$ cat src/rtl/cpu_control_unit.sv
// Instruction sequencer: fetches 4-bit opcodes from a combinational ROM and drives the A/B/ALU/answer datapath strobes.
// Optional single-step mode (PAUSE state and a step input) is enabled with `define CU_SINGLE_STEP_EN.
module cpu_control_unit #(
    parameter logic [3:0] RESET_PC = 4'h0
) (
    input  logic       Clk,
    input  logic       Reset,
    input  logic       start,
`ifdef CU_SINGLE_STEP_EN
    input  logic       step,
`endif
    input  logic [3:0] rom_data,
    output logic [3:0] rom_addr,
    output logic [3:0] IRCU,
    output logic       Aload,
    output logic       Bload,
    output logic       ANSload,
    output logic       A_select,
    output logic       B_select,
    output logic [1:0] select_mode,
    output logic       busy,
    output logic       done,
    output logic [2:0] o_dbg_state
);

    typedef enum logic [2:0] {
        S_IDLE  = 3'd0,
        S_FETCH = 3'd1,
        S_EXEC  = 3'd2,
`ifdef CU_SINGLE_STEP_EN
        S_DONE  = 3'd3,
        S_PAUSE = 3'd4
`else
        S_DONE  = 3'd3
`endif
    } state_t;

    localparam logic [3:0] OP_HALT = 4'b1001;
    localparam logic [3:0] OP_JMP0 = 4'b1010;
    localparam logic [3:0] OP_NOP  = 4'b1000;

    state_t     r_state;
    state_t     w_state_nxt;
    logic [3:0] r_pc;
    logic [3:0] w_pc_nxt;
    logic [3:0] r_ir;
    logic [3:0] w_ir_nxt;

    always_ff @(posedge Clk or negedge Reset) begin
        if (!Reset) begin
            r_state <= S_IDLE;
            r_pc    <= RESET_PC;
            r_ir    <= OP_NOP;
        end else begin
            r_state <= w_state_nxt;
            r_pc    <= w_pc_nxt;
            r_ir    <= w_ir_nxt;
        end
    end

    always_comb begin
        w_state_nxt = r_state;
        w_pc_nxt    = r_pc;
        w_ir_nxt    = r_ir;
        case (r_state)
            S_IDLE: begin
                if (start) begin
                    w_pc_nxt    = RESET_PC;
                    w_state_nxt = S_FETCH;
                end
            end
            S_FETCH: begin
                w_ir_nxt    = rom_data;
                w_pc_nxt    = r_pc + 4'd1;
                w_state_nxt = S_EXEC;
            end
            S_EXEC: begin
                if (r_ir == OP_HALT) begin
                    w_state_nxt = S_DONE;
                end else begin
                    if (r_ir == OP_JMP0) begin
                        w_pc_nxt = RESET_PC;
                    end
`ifdef CU_SINGLE_STEP_EN
                    w_state_nxt = S_PAUSE;
`else
                    w_state_nxt = S_FETCH;
`endif
                end
            end
            S_DONE: begin
                w_state_nxt = S_IDLE;
            end
`ifdef CU_SINGLE_STEP_EN
            S_PAUSE: begin
                if (step) begin
                    w_state_nxt = S_FETCH;
                end
            end
`endif
            default: begin
                w_state_nxt = S_IDLE;
            end
        endcase
    end

    // Moore outputs: strobes only decode the IR while in EXEC.
    always_comb begin
        Aload       = 1'b0;
        Bload       = 1'b0;
        ANSload     = 1'b0;
        A_select    = 1'b0;
        B_select    = 1'b0;
        select_mode = 2'b00;
        if (r_state == S_EXEC) begin
            casez (r_ir)
                4'b00??: begin
                    select_mode = r_ir[1:0];
                    ANSload     = 1'b1;
                end
                4'b0100: Aload = 1'b1;
                4'b0101: Bload = 1'b1;
                4'b0110: begin
                    A_select = 1'b1;
                    Aload    = 1'b1;
                end
                4'b0111: begin
                    B_select = 1'b1;
                    Bload    = 1'b1;
                end
                default: ;
            endcase
        end
    end

    assign busy        = (r_state != S_IDLE);
    assign done        = (r_state == S_DONE);
    assign rom_addr    = r_pc;
    assign IRCU        = r_ir;
    assign o_dbg_state = r_state;

endmodule

$ cat config.mk
export PLATFORM = sky130hd
export DESIGN_NAME = cpu_control_unit
export DESIGN_NICKNAME = d
export VERILOG_FILES = /design/src/rtl/cpu_control_unit.sv
export SDC_FILE = /design/constraint.sdc
export NUM_CORES = 1
export LEC_CHECK = 0
export BUFFER_PORTS_ARGS = -buffer_cell sky130_fd_sc_hd__buf_2
export CAP_MARGIN = 25
export CORE_MARGIN = 2
export CORE_UTILIZATION = 35
export CTS_BUF_LIST = sky130_fd_sc_hd__clkbuf_8
export DETAILED_ROUTE_END_ITERATION = 16
export HOLD_SLACK_MARGIN = 0.05
export PLACE_DENSITY = 0.67
export SLEW_MARGIN = 20
export SYNTH_ARGS = -nofsm -noshare
export SYNTH_HDL_FRONTEND = slang
export SYNTH_SLANG_ARGS = --single-unit
$ cat constraint.sdc
create_clock -name Clk -period 3.7 [get_ports Clk]
set_input_delay 0.37 -clock Clk [delete_from_list [all_inputs] [get_ports Clk]]
set_output_delay 0.37 -clock Clk [all_outputs]
set_load 0.02 [all_outputs]
==> flow_summary.toml <==
[sta]
timing.clock.skew_ns = 0.00196
final_min_period_over_clock_period = 0.501
finalSetupViolations = 0
setup_repair_after_global_routing_missed_its_margin = "false"
fin_tns_setup_ns = 0
timing.final.max_slew_violations = 0
timing.final.ws_setup_ns = 1.85
period_needed_ns = 1.85
max_clock_freq_mhz = 540
hold-worst-slack_ns = 0.368
final_hold_viol_count = 0

[final_layout]
leading_cell_types_in_the_layout_fill_and_taps_excluded = "sky130_fd_sc_hd__buf_2, sky130_fd_sc_hd__dfrtp_1, sky130_fd_sc_hd__mux2_2, sky130_fd_sc_hd__and2_1, sky130_fd_sc_hd__inv_1"
drive_gt1_frac = 0.482
final_nets = 92
finalNonFillerCells = 100
synthToLayoutAreaGrowth_pct = 27.0
mostFrequentLayoutCell = "sky130_fd_sc_hd__buf_2"
antennaDiodeCount = 0
final_cell_area_sq_um = 790

[placed_design]
gpl.final_weighted_congestion = 0.688
hpwl_um = 903
detailed_place.area_sq_um = 734
post-place-cells = 95
dp_slack_ns = 2.09
numPortBuffers = 25

[clock_network]
insertion_delay_ns = 0.24
cts_num_sinks = 10
cts_post_setup_buffers_inserted = 0
ctsRootBufferMaster = "sky130_fd_sc_hd__clkbuf_8"
ctsLongestPathBuffers = 2
ctsResizeCount = 0
path_clk_slew_ns = 0.05
cts-buffers-inserted = 3
tritoncts_clock_tree = "done"
cts.htree.levels = 1

[synth]
top_flip_flop_cell_by_instance_count_after_synthesis = "sky130_fd_sc_hd__dfrtp_1"
synth-edff-count = 0
syn_nets = 65
synth_sequential_area_ratio = 0.404
synth_cell_type_count = 30
postSynth.asyncResetShare = 1.00
synthCells = 57
ys_seq_elements = 10
synth_warnings = 0
syn_area_sq_um = 622
synthesis.area_per_instance_sq_um = 10.9

[worst_setup_path]
critical_path.startpoint_type = "register"
criticalPathCategory = "register to primary output"
rrSetupSlack_ns = 2.22
critPathMaxFanout = 13
reg2reg_to = "IRCU[1]"
worst_path_arrival_ns = 1.48
worst-r2r-cell-count = 2
setup.worst_path.end_class = "primary output"
cp_required_ns = 3.33
critical_path.reg2reg.startpoint = "o_dbg_state[1]"

[global_routing]
largest_net_degree_at_the_start_of_global_routing = 14
globalRoute.totalOverflow = 0
grt_first_pass_wirelength_um = 1730
track_usage = 0.120
antenna_found_initial = 0
grt_pass1_vias = 402

[power_and_ir_drop]
combinationalPowerShare = 0.490
switching_share = 0.439
power_frac_clock = 0.157
vdd_ir_drop_max_uv = 305
power-per-cell-area_mw_per_mm2 = 922
power_report.internal_total_w = 0.000408
p_leak_nw = 0.391
seq_power_share = 0.353
net_switching_w = 0.000320

[floorplan]
core_sq_mm = 0.00169
die_w_um = 46.2
initial_core_util = 0.368
num_rows = 15
die_area_sq_mm = 0.00213
ioPinCount = 27
floorplan.die.height_um = 46.2

[status]
status = "complete, no violations"

[drt]
ant_nets = 0
via_per_inst = 4.88
route.detailed.wl_per_inst_um = 11.5
drt-pass1-iter-count = 2
routed_wl_um = 1150
via_count = 488
iter_0_drt_violations = 1
drcViolationCount = 0

[hold_path]
hold_path_depth = 2
holdCritPathClass = "input pin to register"
min_delay_worst_endpoint = "IRCU[2]"
hp-start = "rom_data[2]"

[run]
drv.max_cap_violation_count = 0
[Yosys cell counts, types with 2 or more instances]
| library cell | number | area [sq um] |
|---|---|---|
| sky130_fd_sc_hd__o21ai_1 | 2 | 10.0 |
| sky130_fd_sc_hd__and2_1 | 4 | 25.0 |
| sky130_fd_sc_hd__mux2_2 | 5 | 56.3 |
| sky130_fd_sc_hd__nand2b_1 | 2 | 12.5 |
| sky130_fd_sc_hd__nor2b_1 | 2 | 12.5 |
| sky130_fd_sc_hd__nor2_1 | 3 | 11.3 |
| sky130_fd_sc_hd__xnor2_1 | 2 | 17.5 |
| sky130_fd_sc_hd__nand2_1 | 3 | 11.3 |
| sky130_fd_sc_hd__inv_1 | 3 | 11.3 |
| sky130_fd_sc_hd__buf_6 | 2 | 22.5 |
| sky130_fd_sc_hd__dfrtp_1 | 9 | 225 |
| sky130_fd_sc_hd__nand3_1 | 2 | 10.0 |
[how the worst max path moves through the flow]
stage                        start        endpoint  slack, ns  cells past startpoint
floorplan           o_dbg_state[0]  select_mode[0]       1.73                      4
global placement    o_dbg_state[0]  select_mode[0]       2.14                      4
detailed placement  o_dbg_state[1]        A_select       2.09                      4
CTS                 o_dbg_state[1]        A_select       1.84                      4
global route        o_dbg_state[1]        A_select       1.75                      4
finish              o_dbg_state[1]  select_mode[0]       1.85                      4
[stage by stage]
step,total power (W),utilization
after floorplan,0.000533,-
after global placement,0.000611,0.435
after detailed placement,0.000619,0.435
after CTS,0.000737,0.467
after global routing,0.000785,0.467
final,0.000728,0.467
[power by group through the flow]
| stage | registers [W] | clock network [W] | logic (W) |
|---|---|---|---|
| 5_1_grt | 0.000269 | 0.000122 | 0.000394 |
| 3_3_place_gp | 0.000255 | 0 | 0.000356 |
| 4_1_cts | 0.000256 | 0.000117 | 0.000363 |
| 2_1_floorplan | 0.000285 | 0 | 0.000248 |
| 3_5_place_dp | 0.000258 | 0 | 0.000361 |
| 6_report | 0.000257 | 0.000114 | 0.000357 |
[critical path: stages (launching register included)]
cell	delay, ns
sky130_fd_sc_hd__dfrtp_1	0.60
sky130_fd_sc_hd__nand2b_4	0.08
sky130_fd_sc_hd__nor3_1	0.24
sky130_fd_sc_hd__and2_1	0.18
sky130_fd_sc_hd__buf_2	0.16
[timing repair]
item,CTS,global route
hold buffers,1,0
endpoints found under the setup margin,0,0
hold endpoints to repair,9,0
[state kept, by name (all words and copies together) (netlist names)]
name         flops
IRCU             4
rom_addr         4
o_dbg_state      2
[logic make-up after synthesis]
| family | synth area share |
|---|---|
| and+or+nand+nor | 0.284 |
| muxes | 0.0905 |
| buffers and inverters | 0.0724 |
| DFF | 0.404 |
| other | 0.00603 |
| xor gates and xnor gates | 0.0282 |
| adders and majority gates | 0.0201 |
| AOI/OAI and AO/OA | 0.0946 |
[routing by layer]
metal	part of all wire	track usage	vias up
met3	0.034	0.0118	3
met1	0.45	0.155	228
met2	0.49	0.169	14
met4	0.024	0.120	0
li1	-	-	243
met5	0	0	-
[final cells by class]
type                       count  area [sq um]
clock buffer                   3          41.3
clock inverter                 1          3.75
fill                         162           900
inverter                       3          11.3
multi-input combinational     40           325
sequential                    10           251
tap                           17          21.3
timing repair buffer          26           135
(Power assumes the default switching activity.)
